**config.mk**
```make
export PLATFORM = sky130hd
export DESIGN_NAME = pkt_head_extractor
export DESIGN_NICKNAME = d
export VERILOG_FILES = /design/src/rtl/pkt_head_extractor.sv
export SDC_FILE = /design/constraint.sdc
export NUM_CORES = 2
export LEC_CHECK = 0
export CAP_MARGIN = 25
export CORE_AREA = 2 2 377 379
export CTS_CLUSTER_SIZE = 14
export DETAILED_ROUTE_END_ITERATION = 8
export DIE_AREA = 0 0 379 381
export PLACE_DENSITY = 0.47
export SLEW_MARGIN = 10
export SYNTH_ARGS = -nofsm -noshare
export SYNTH_HDL_FRONTEND = slang
export SYNTH_SLANG_ARGS = --single-unit
```
**constraint.sdc**
```tcl
create_clock -name i_clk -period 15.7 [get_ports i_clk]
set_input_delay 3.14 -clock i_clk [delete_from_list [all_inputs] [get_ports i_clk]]
set_output_delay 3.14 -clock i_clk [all_outputs]
set_load 0.03 [all_outputs]
```
**src/rtl/pkt_head_extractor.sv**
```systemverilog
// Ingress stage ahead of the parser: passes payload beats straight through and,
// per packet, emits a tagged header capture plus initial metadata (length, port).
module pkt_head_extractor #(
  parameter int unsigned DATA_WIDTH = 128,
  parameter int unsigned HEAD_WIDTH = 512,
  parameter int unsigned META_WIDTH = 128,
  parameter int unsigned TAG_WIDTH  = 8
) (
  input  logic                             i_clk,
  input  logic                             i_rst,
  input  logic                             i_data_valid,
  output logic                             o_data_ready,
  input  logic [DATA_WIDTH-1:0]            i_data,
  input  logic [DATA_WIDTH/8-1:0]          i_data_keep,
  input  logic                             i_data_last,
  input  logic [7:0]                       i_data_port,
  output logic                             o_pay_valid,
  input  logic                             i_pay_ready,
  output logic [DATA_WIDTH-1:0]            o_pay_data,
  output logic [DATA_WIDTH/8-1:0]          o_pay_keep,
  output logic                             o_pay_last,
  output logic [HEAD_WIDTH+TAG_WIDTH-1:0]  o_head,
  output logic [META_WIDTH+TAG_WIDTH-1:0]  o_meta
);

  localparam int unsigned KEEP_WIDTH = DATA_WIDTH / 8;
  localparam int unsigned HEAD_BEATS = HEAD_WIDTH / DATA_WIDTH;
  localparam int unsigned CNT_WIDTH  = $clog2(HEAD_BEATS + 1);
  localparam int unsigned ID_WIDTH   = TAG_WIDTH - 2;

  typedef enum logic [1:0] {IDLE, HEAD, BODY} state_t;

  state_t                        state_q, state_d;
  logic [CNT_WIDTH-1:0]          cnt_q, cnt_d, beats_total;
  logic [15:0]                   len_q, len_d;
  logic [7:0]                    port_q, port_d;
  logic [HEAD_WIDTH-1:0]         head_q, head_d;
  logic [ID_WIDTH-1:0]           id_q, id_d;
  logic [DATA_WIDTH-1:0]         beat_masked;
  logic [TAG_WIDTH-1:0]          tag_d;
  logic [HEAD_WIDTH+TAG_WIDTH-1:0] head_out_d;
  logic [META_WIDTH+TAG_WIDTH-1:0] meta_out_d;
  logic                          fire, last_fire, trunc;

  // Payload is a pure pass-through; the parser side never backpressures.
  assign o_pay_valid  = i_data_valid;
  assign o_data_ready = i_pay_ready;
  assign o_pay_data   = i_data;
  assign o_pay_keep   = i_data_keep;
  assign o_pay_last   = i_data_last;
  assign fire         = i_data_valid & i_pay_ready;
  assign last_fire    = fire & i_data_last;

  function automatic logic [15:0] add_sat(input logic [15:0] a, input logic [KEEP_WIDTH-1:0] k);
    logic [16:0] s;
    s = {1'b0, a};
    for (int i = 0; i < int'(KEEP_WIDTH); i++) s = s + 17'(k[i]);
    return s[16] ? 16'hFFFF : s[15:0];
  endfunction

  always_comb begin
    beat_masked = '0;
    for (int i = 0; i < int'(KEEP_WIDTH); i++)
      beat_masked[i*8 +: 8] = i_data_keep[i] ? i_data[i*8 +: 8] : 8'h00;
  end

  // Next-state, capture and emit computation.
  always_comb begin
    state_d     = state_q;
    cnt_d       = cnt_q;
    len_d       = len_q;
    port_d      = port_q;
    head_d      = head_q;
    beats_total = CNT_WIDTH'(HEAD_BEATS);
    if (fire) begin
      case (state_q)
        IDLE: begin
          cnt_d       = CNT_WIDTH'(1);
          len_d       = add_sat(16'h0000, i_data_keep);
          port_d      = i_data_port;
          head_d      = '0;
          head_d[HEAD_WIDTH-1 -: DATA_WIDTH] = beat_masked;
          beats_total = CNT_WIDTH'(1);
          if (i_data_last)           state_d = IDLE;
          else if (HEAD_BEATS == 1)  state_d = BODY;
          else                       state_d = HEAD;
        end
        HEAD: begin
          for (int s = 0; s < int'(HEAD_BEATS); s++)
            if (cnt_q == CNT_WIDTH'(s)) head_d[HEAD_WIDTH-1-s*DATA_WIDTH -: DATA_WIDTH] = beat_masked;
          cnt_d       = cnt_q + CNT_WIDTH'(1);
          len_d       = add_sat(len_q, i_data_keep);
          beats_total = cnt_d;
          if (i_data_last)                            state_d = IDLE;
          else if (cnt_d == CNT_WIDTH'(HEAD_BEATS))   state_d = BODY;
        end
        BODY: begin
          len_d = add_sat(len_q, i_data_keep);
          if (i_data_last) state_d = IDLE;
        end
        default: state_d = IDLE;
      endcase
    end
    trunc      = beats_total < CNT_WIDTH'(HEAD_BEATS);
    tag_d      = {1'b1, trunc, id_q};
    id_d       = last_fire ? id_q + ID_WIDTH'(1) : id_q;
    head_out_d = '0;
    meta_out_d = '0;
    if (last_fire) begin
      head_out_d = {tag_d, head_d};
      meta_out_d[META_WIDTH+TAG_WIDTH-1 -: TAG_WIDTH] = tag_d;
      meta_out_d[META_WIDTH-1 -: 24]                  = {len_d, port_d};
    end
  end

  always_ff @(posedge i_clk) begin
    if (i_rst) state_q <= IDLE;
    else       state_q <= state_d;
  end

  always_ff @(posedge i_clk) begin
    if (i_rst) begin
      cnt_q  <= '0;
      len_q  <= '0;
      port_q <= '0;
      head_q <= '0;
      id_q   <= '0;
      o_head <= '0;
      o_meta <= '0;
    end else begin
      cnt_q  <= cnt_d;
      len_q  <= len_d;
      port_q <= port_d;
      head_q <= head_d;
      id_q   <= id_d;
      o_head <= head_out_d;
      o_meta <= meta_out_d;
    end
  end

endmodule

```
Word level (Yosys, flattened, before mapping)
Cells that the tools add are included.
{"block": "word_totals", "output_inout_bits": 803, "elab_cells": 101, "inputBits": 157, "regBits": 1203}
{"block": "classes", "reduce_logical": 7, "add_sub_neg": 33, "order_cmp": 1, "n_eq_ne": 8, "n_mux": 38, "bitwise_logic": 3}
{"operator": "512-bit one-hot mux with 2 select lines", "count": 1}
{"operator": "520-bit two-way mux", "count": 1}
{"operator": "128-bit two-way mux", "count": 4}
{"operator": "512-bit two-way mux", "count": 1}
{"operator": "17-bit by 1-bit adder with 17-bit output", "count": 15}
{"operator": "8-bit two-way mux", "count": 18}
{"operator": "16-bit two-way mux", "count": 3}
{"operator": "32-bit two-way mux", "count": 1}
{"operator": "16-bit one-hot mux with 2 select lines", "count": 1}
{"operator": "16-bit by 1-bit adder with 17-bit output", "count": 1}
{"operator": "15-bit by 1-bit adder with 16-bit output", "count": 1}
{"operator": "14-bit by 1-bit adder with 15-bit output", "count": 1}
{"operator": "13-bit by 1-bit adder with 14-bit output", "count": 1}
{"operator": "12-bit by 1-bit adder with 13-bit output", "count": 1}
{"operator": "11-bit by 1-bit adder with 12-bit output", "count": 1}
{"operator": "3-bit one-hot mux with 2 select lines", "count": 2}
{"operator": "10-bit by 1-bit adder with 11-bit output", "count": 1}
{"operator": "9-bit by 1-bit adder with 10-bit output", "count": 1}
{"operator": "8-bit by 1-bit adder with 9-bit output", "count": 1}
{"operator": "7-bit by 1-bit adder with 8-bit output", "count": 1}
{"operator": "6-bit by 1-bit adder with 7-bit output", "count": 1}
{"operator": "5-bit by 1-bit adder with 6-bit output", "count": 1}
{"operator": "6-bit by 1-bit adder with 6-bit output (second input constant)", "count": 1}
{"operator": "3-bit by 2-bit == test with 1-bit output (second input constant)", "count": 2}
{"operator": "other kinds (24)", "count": 28}

Logic depth before layout (Yosys ltp)
{"block": "logic_depth", "ltp_word": 20, "mapped_depth": 16, "mapped_depth_nobuf": 14}

Worst setup path before layout
No wires, ideal clock.
{"block": "synth_path", "path_type": "input to register", "startpoint": "input port i_data_keep[5]", "endpoint": "register o_meta[115]", "arrival_ns": 7.459, "path_slack_ns": 8.126, "t_required_ns": 15.585, "path_buffers": 2, "setup_ns": 0.115, "path_stages": 15, "path_cell_list": "clkbuf_1 clkbuf_1 inv_1 fa_1 fa_1 fa_1 fa_1 fa_1 inv_1 fa_1 a21oi_2 a2bb2oi_2 o22ai_1 a221o_1 and2_1"}
{"block": "synth_between", "elab_chain_cells": 14, "word_cells_on_any_way": 26, "classes_between": "add/sub: 22; mux: 4"}
{"element": "from (decl)", "line_no": "14", "text": "input logic [DATA_WIDTH/8-1:0] i_data_keep,"}
{"element": "17-bit by 1-bit adder with 17-bit output or 5-bit by 1-bit adder with 6-bit output (tied branches)", "line_no": "57", "text": "for (int i = 0; i < int'(KEEP_WIDTH); i++) s = s + 17'(k[i]);"}
{"element": "17-bit by 1-bit adder with 17-bit output or 6-bit by 1-bit adder with 7-bit output (tied branches)", "line_no": "57"}
{"element": "17-bit by 1-bit adder with 17-bit output or 7-bit by 1-bit adder with 8-bit output (tied branches)", "line_no": "57"}
{"element": "17-bit by 1-bit adder with 17-bit output or 8-bit by 1-bit adder with 9-bit output (tied branches)", "line_no": "57"}
{"element": "17-bit by 1-bit adder with 17-bit output or 9-bit by 1-bit adder with 10-bit output (tied branches)", "line_no": "57"}
{"element": "17-bit by 1-bit adder with 17-bit output or 10-bit by 1-bit adder with 11-bit output (tied branches)", "line_no": "57"}
{"element": "17-bit by 1-bit adder with 17-bit output or 11-bit by 1-bit adder with 12-bit output (tied branches)", "line_no": "57"}
{"element": "17-bit by 1-bit adder with 17-bit output or 12-bit by 1-bit adder with 13-bit output (tied branches)", "line_no": "57"}
{"element": "17-bit by 1-bit adder with 17-bit output or 13-bit by 1-bit adder with 14-bit output (tied branches)", "line_no": "57"}
{"element": "17-bit by 1-bit adder with 17-bit output or 14-bit by 1-bit adder with 15-bit output (tied branches)", "line_no": "57"}
{"element": "17-bit by 1-bit adder with 17-bit output or 15-bit by 1-bit adder with 16-bit output (tied branches)", "line_no": "57"}
{"element": "16-bit two-way mux", "line_no": "58", "text": "return s[16] ? 16'hFFFF : s[15:0];"}
{"element": "16-bit one-hot mux with 2 select lines (*)", "line_no": "76", "text": "case (state_q)"}
{"element": "16-bit two-way mux (*)", "line_no": "75", "text": "if (fire) begin"}
{"element": "to (signal assigned)", "line_no": "137", "text": "o_meta <= meta_out_d;"}
{"element": "to (decl)", "line_no": "23", "text": "output logic [META_WIDTH+TAG_WIDTH-1:0] o_meta"}
Mark *: on every way between the ends. The rest lies on a longest branch, timed or not.
A chain may end at the register's enable or synchronous reset.

Worst setup path after layout
{"block": "layout_path", "startpoint": "input port i_data_keep[5]", "endpoint": "output port o_pay_keep[5]"}
{"element": "to (decl)", "line_no": "20", "text": "output logic [DATA_WIDTH/8-1:0] o_pay_keep,"}
No word-level cell between the ends.

==> results.py <==
metrics = {
    "cts": {
        "clkLatencyLatePin_ps": 720,
        "cts_buffers": 118,
        "clock_path_buffers": 3,
        "postCtsHoldBufs": 0,
        "cts_tree": "built",
        "cts_resized": 0,
        "clkTransAtPathRegs_ps": 60,
        "clock-root-buffer": "clkbuf_16",
        "clkSinkCount": 1091,
        "post_cts_buffers": 0,
        "htreeDepth": 3,
    },
    "critical_path": {
        "crit_fanout": 34,
        "cp_top_family": "buffers and inverters",
        "cp.required_ps": 12560,
        "path_buf_inv": 3,
        "critPathLaunchType": "input port",
        "arrival_ps": 4840,
        "crit_type": "in -> out",
        "crit_path_cell_trace": "clkdlybuf4s50_1, buf_4, clkdlybuf4s50_1",
        "cp_slowest_cell": "clkdlybuf4s50_1",
        "cp_slowest_stage_delay_ps": 800,
        "cp_common_cell": "clkdlybuf4s50_1",
        "end_kind": "output port",
    },
    "place": {
        "pre_cts_ws_ps": 7070,
        "place_area_um2": 44300,
        "io_buffers": 855,
        "dp_hpwl_um": 87700,
        "dp_cells": 5830,
        "gp_congestion": 0.783,
    },
    "yosys": {
        "ys_ff_latch": 1091,
        "syn_area_um2": 35700,
        "synth_top_area_share_pct": 61.1,
        "synth_top_cells_by_area": "dfxtp_1 (61%), a32oi_1 (12%), nor2_1 (9.9%), buf_4 (6.0%), clkbuf_1 (2.0%)",
        "synthMuxAreaShare_pct": 0.308,
        "synth_edf_count": 0,
        "synth_most_common_cell": "dfxtp_1",
        "yosysSeqAreaShare_pct": 61.1,
        "synthFlopType": "dfxtp_1",
        "synth_compound_area_share_pct": 13.6,
        "synth_simple_gate_area_share_pct": 13.2,
        "synth_fa_ha_area_share_pct": 1.87,
        "avgSynthCellArea_um2": 10.2,
        "yosysWarnings": 0,
        "synth.distinct_cells": 56,
        "synthCells": 3490,
        "synth_common_cells": "dfxtp_1 (1091), nor2_1 (943), a32oi_1 (510)",
        "synth_top_family_by_area": "compound AO/OA/AOI/OAI gates",
        "synth_top_area_cell": "dfxtp_1",
        "synthXorXnorAreaFrac_pct": 0.196,
        "synthArstFlopShare_pct": 0,
    },
    "detailed_routing": {
        "drc": 0,
        "drt_wl_total_um": 136000,
        "first_pass_iters": 5,
        "avgViaCountPerCell": 4.61,
        "antenna_left": 0,
        "wl_per_cell_um": 22.5,
        "vias": 27900,
        "drt_iter0_drc": 1623,
    },
    "timing": {
        "rsz0062_at_grt": "false",
        "period_share_pct": 50.8,
        "setup-tns-final_ps": 0,
        "hold_viol_final": 0,
        "final-setup-viol-count": 0,
        "max_freq_ghz": 0.125,
        "worst_slack_ps": 7720,
        "max_slew_margin_pct": 30.6,
        "skew_ps": 37.9,
        "post-route-min-period_ps": 7980,
        "slew_violations": 0,
        "hold_slack_ps": 468,
        "worst_pin_slew_ps": 1040,
    },
    "cells_and_area": {
        "multi_input_area_um2": 10900,
        "seq_area_um2": 21800,
        "fin_area_um2": 48200,
        "fin_util_pct": 34.3,
        "fin_nets": 4260,
        "fill_cells": 14400,
        "syn_to_final_growth_pct": 34.8,
        "finalNonFillerCells": 6050,
        "drive_above_1_share_pct": 6.62,
    },
    "floorplanning": {
        "die_w_um": 379,
        "floorplan.initialDensity_pct": 25.4,
        "die_h_um": 381,
        "io_pins": 960,
        "rows": 138,
        "die_area_um2": 144000,
        "core_um2": 141000,
    },
    "global_routing": {
        "grt_pass1_wl_um": 195000,
        "grt_max_degree": 112,
        "antenna_found_initial": 10,
        "grt_remaining_overflow": 0,
        "grt_use_total_pct": 18.1,
        "grt_pass1_vias": 26900,
    },
    "pwr": {
        "total_power_mw": 6.08,
        "ir_worst_vdd_mv": 0.0836,
        "powerDensity_nw_per_um2": 126,
        "p_leak_nw": 17.0,
    },
    "min_path": {
        "hp-class": "reg -> reg",
    },
    "outcome": {
        "status": "finished clean",
    },
    "flow_run": {
        "cap_violations": 0,
    },
}
-- power by group --
| group | switching (mW) | leakage (nW) | internal (mW) |
|---|---|---|---|
| logic | 0.379 | 6.26 | 0.173 |
| clock network | 1.16 | 1.90 | 1.58 |
| registers | 0.00584 | 8.79 | 2.79 |
-- final cells by class --
cell class	instances	area share [%]
well taps	1890	4.91
flip-flops and latches	1091	45.3
inverters	38	0.299
diodes	4	0.0208
repair buffers	916	18.7
clock buffers	186	7.41
clock inverters	29	0.636
multi-input cells	1896	22.7
-- cell usage in the layout, fill, tap and decap left out, types with 10 or more instances in the layout --
master / instances
dfxtp_1: 1091
fa_1: 19
nor2_1: 942
clkdlybuf4s50_1: 847
clkinv_2: 15
a32oi_1: 510
mux2i_1: 11
nand2_1: 21
ha_1: 23
nor3_1: 141
conb_1: 104
a21oi_1: 17
and2_1: 10
clkbuf_16: 119
buf_4: 59
inv_1: 36
clkbuf_8: 34
clkbuf_1: 33
-- routing by layer --
metal  routed length, um  GRT usage, %
met1               57700          22.9
met2               62100          28.8
met5                  36             0
met3               13000          6.68
met4                3420          5.00
-- flip-flops by register name, summed over array words and instances, names as in the netlist --
| name | cells |
|---|---|
| cnt_q | 3 |
| head_q | 512 |
| id_q | 6 |
| len_q | 16 |
| o_head | 520 |
| o_meta | 24 |
| port_q | 8 |
| state_q | 2 |
-- final timing paths --
kind	slack (ps)	cells after the start	startpoint	end
min reg2reg	470	2	head_q[292]	head_q[292]
max reg2reg	11700	12	len_q[0]	len_q[3]
min	470	2	head_q[292]	head_q[292]
max	7720	3	i_data_keep[5]	o_pay_keep[5]
-- kinds of logic (layout without fill, tap and decap cells) --
group / count (synthesis) / after routing
buffers and inverters: 606 / 1169
adders and majority gates: 42 / 42
and+or+nand+nor: 1163 / 1163
xor gates and xnor gates: 8 / 8
other: 1 / 108
DFF: 1091 / 1091
muxes: 11 / 11
AOI/OAI and AO/OA: 568 / 568
-- tightest hold or removal path, stage by stage (launching register included) --
cell	delay [ps]
dfxtp_1	300
nand2_1	60
a21oi_1	60
Power figures use the tool's default switching activity.
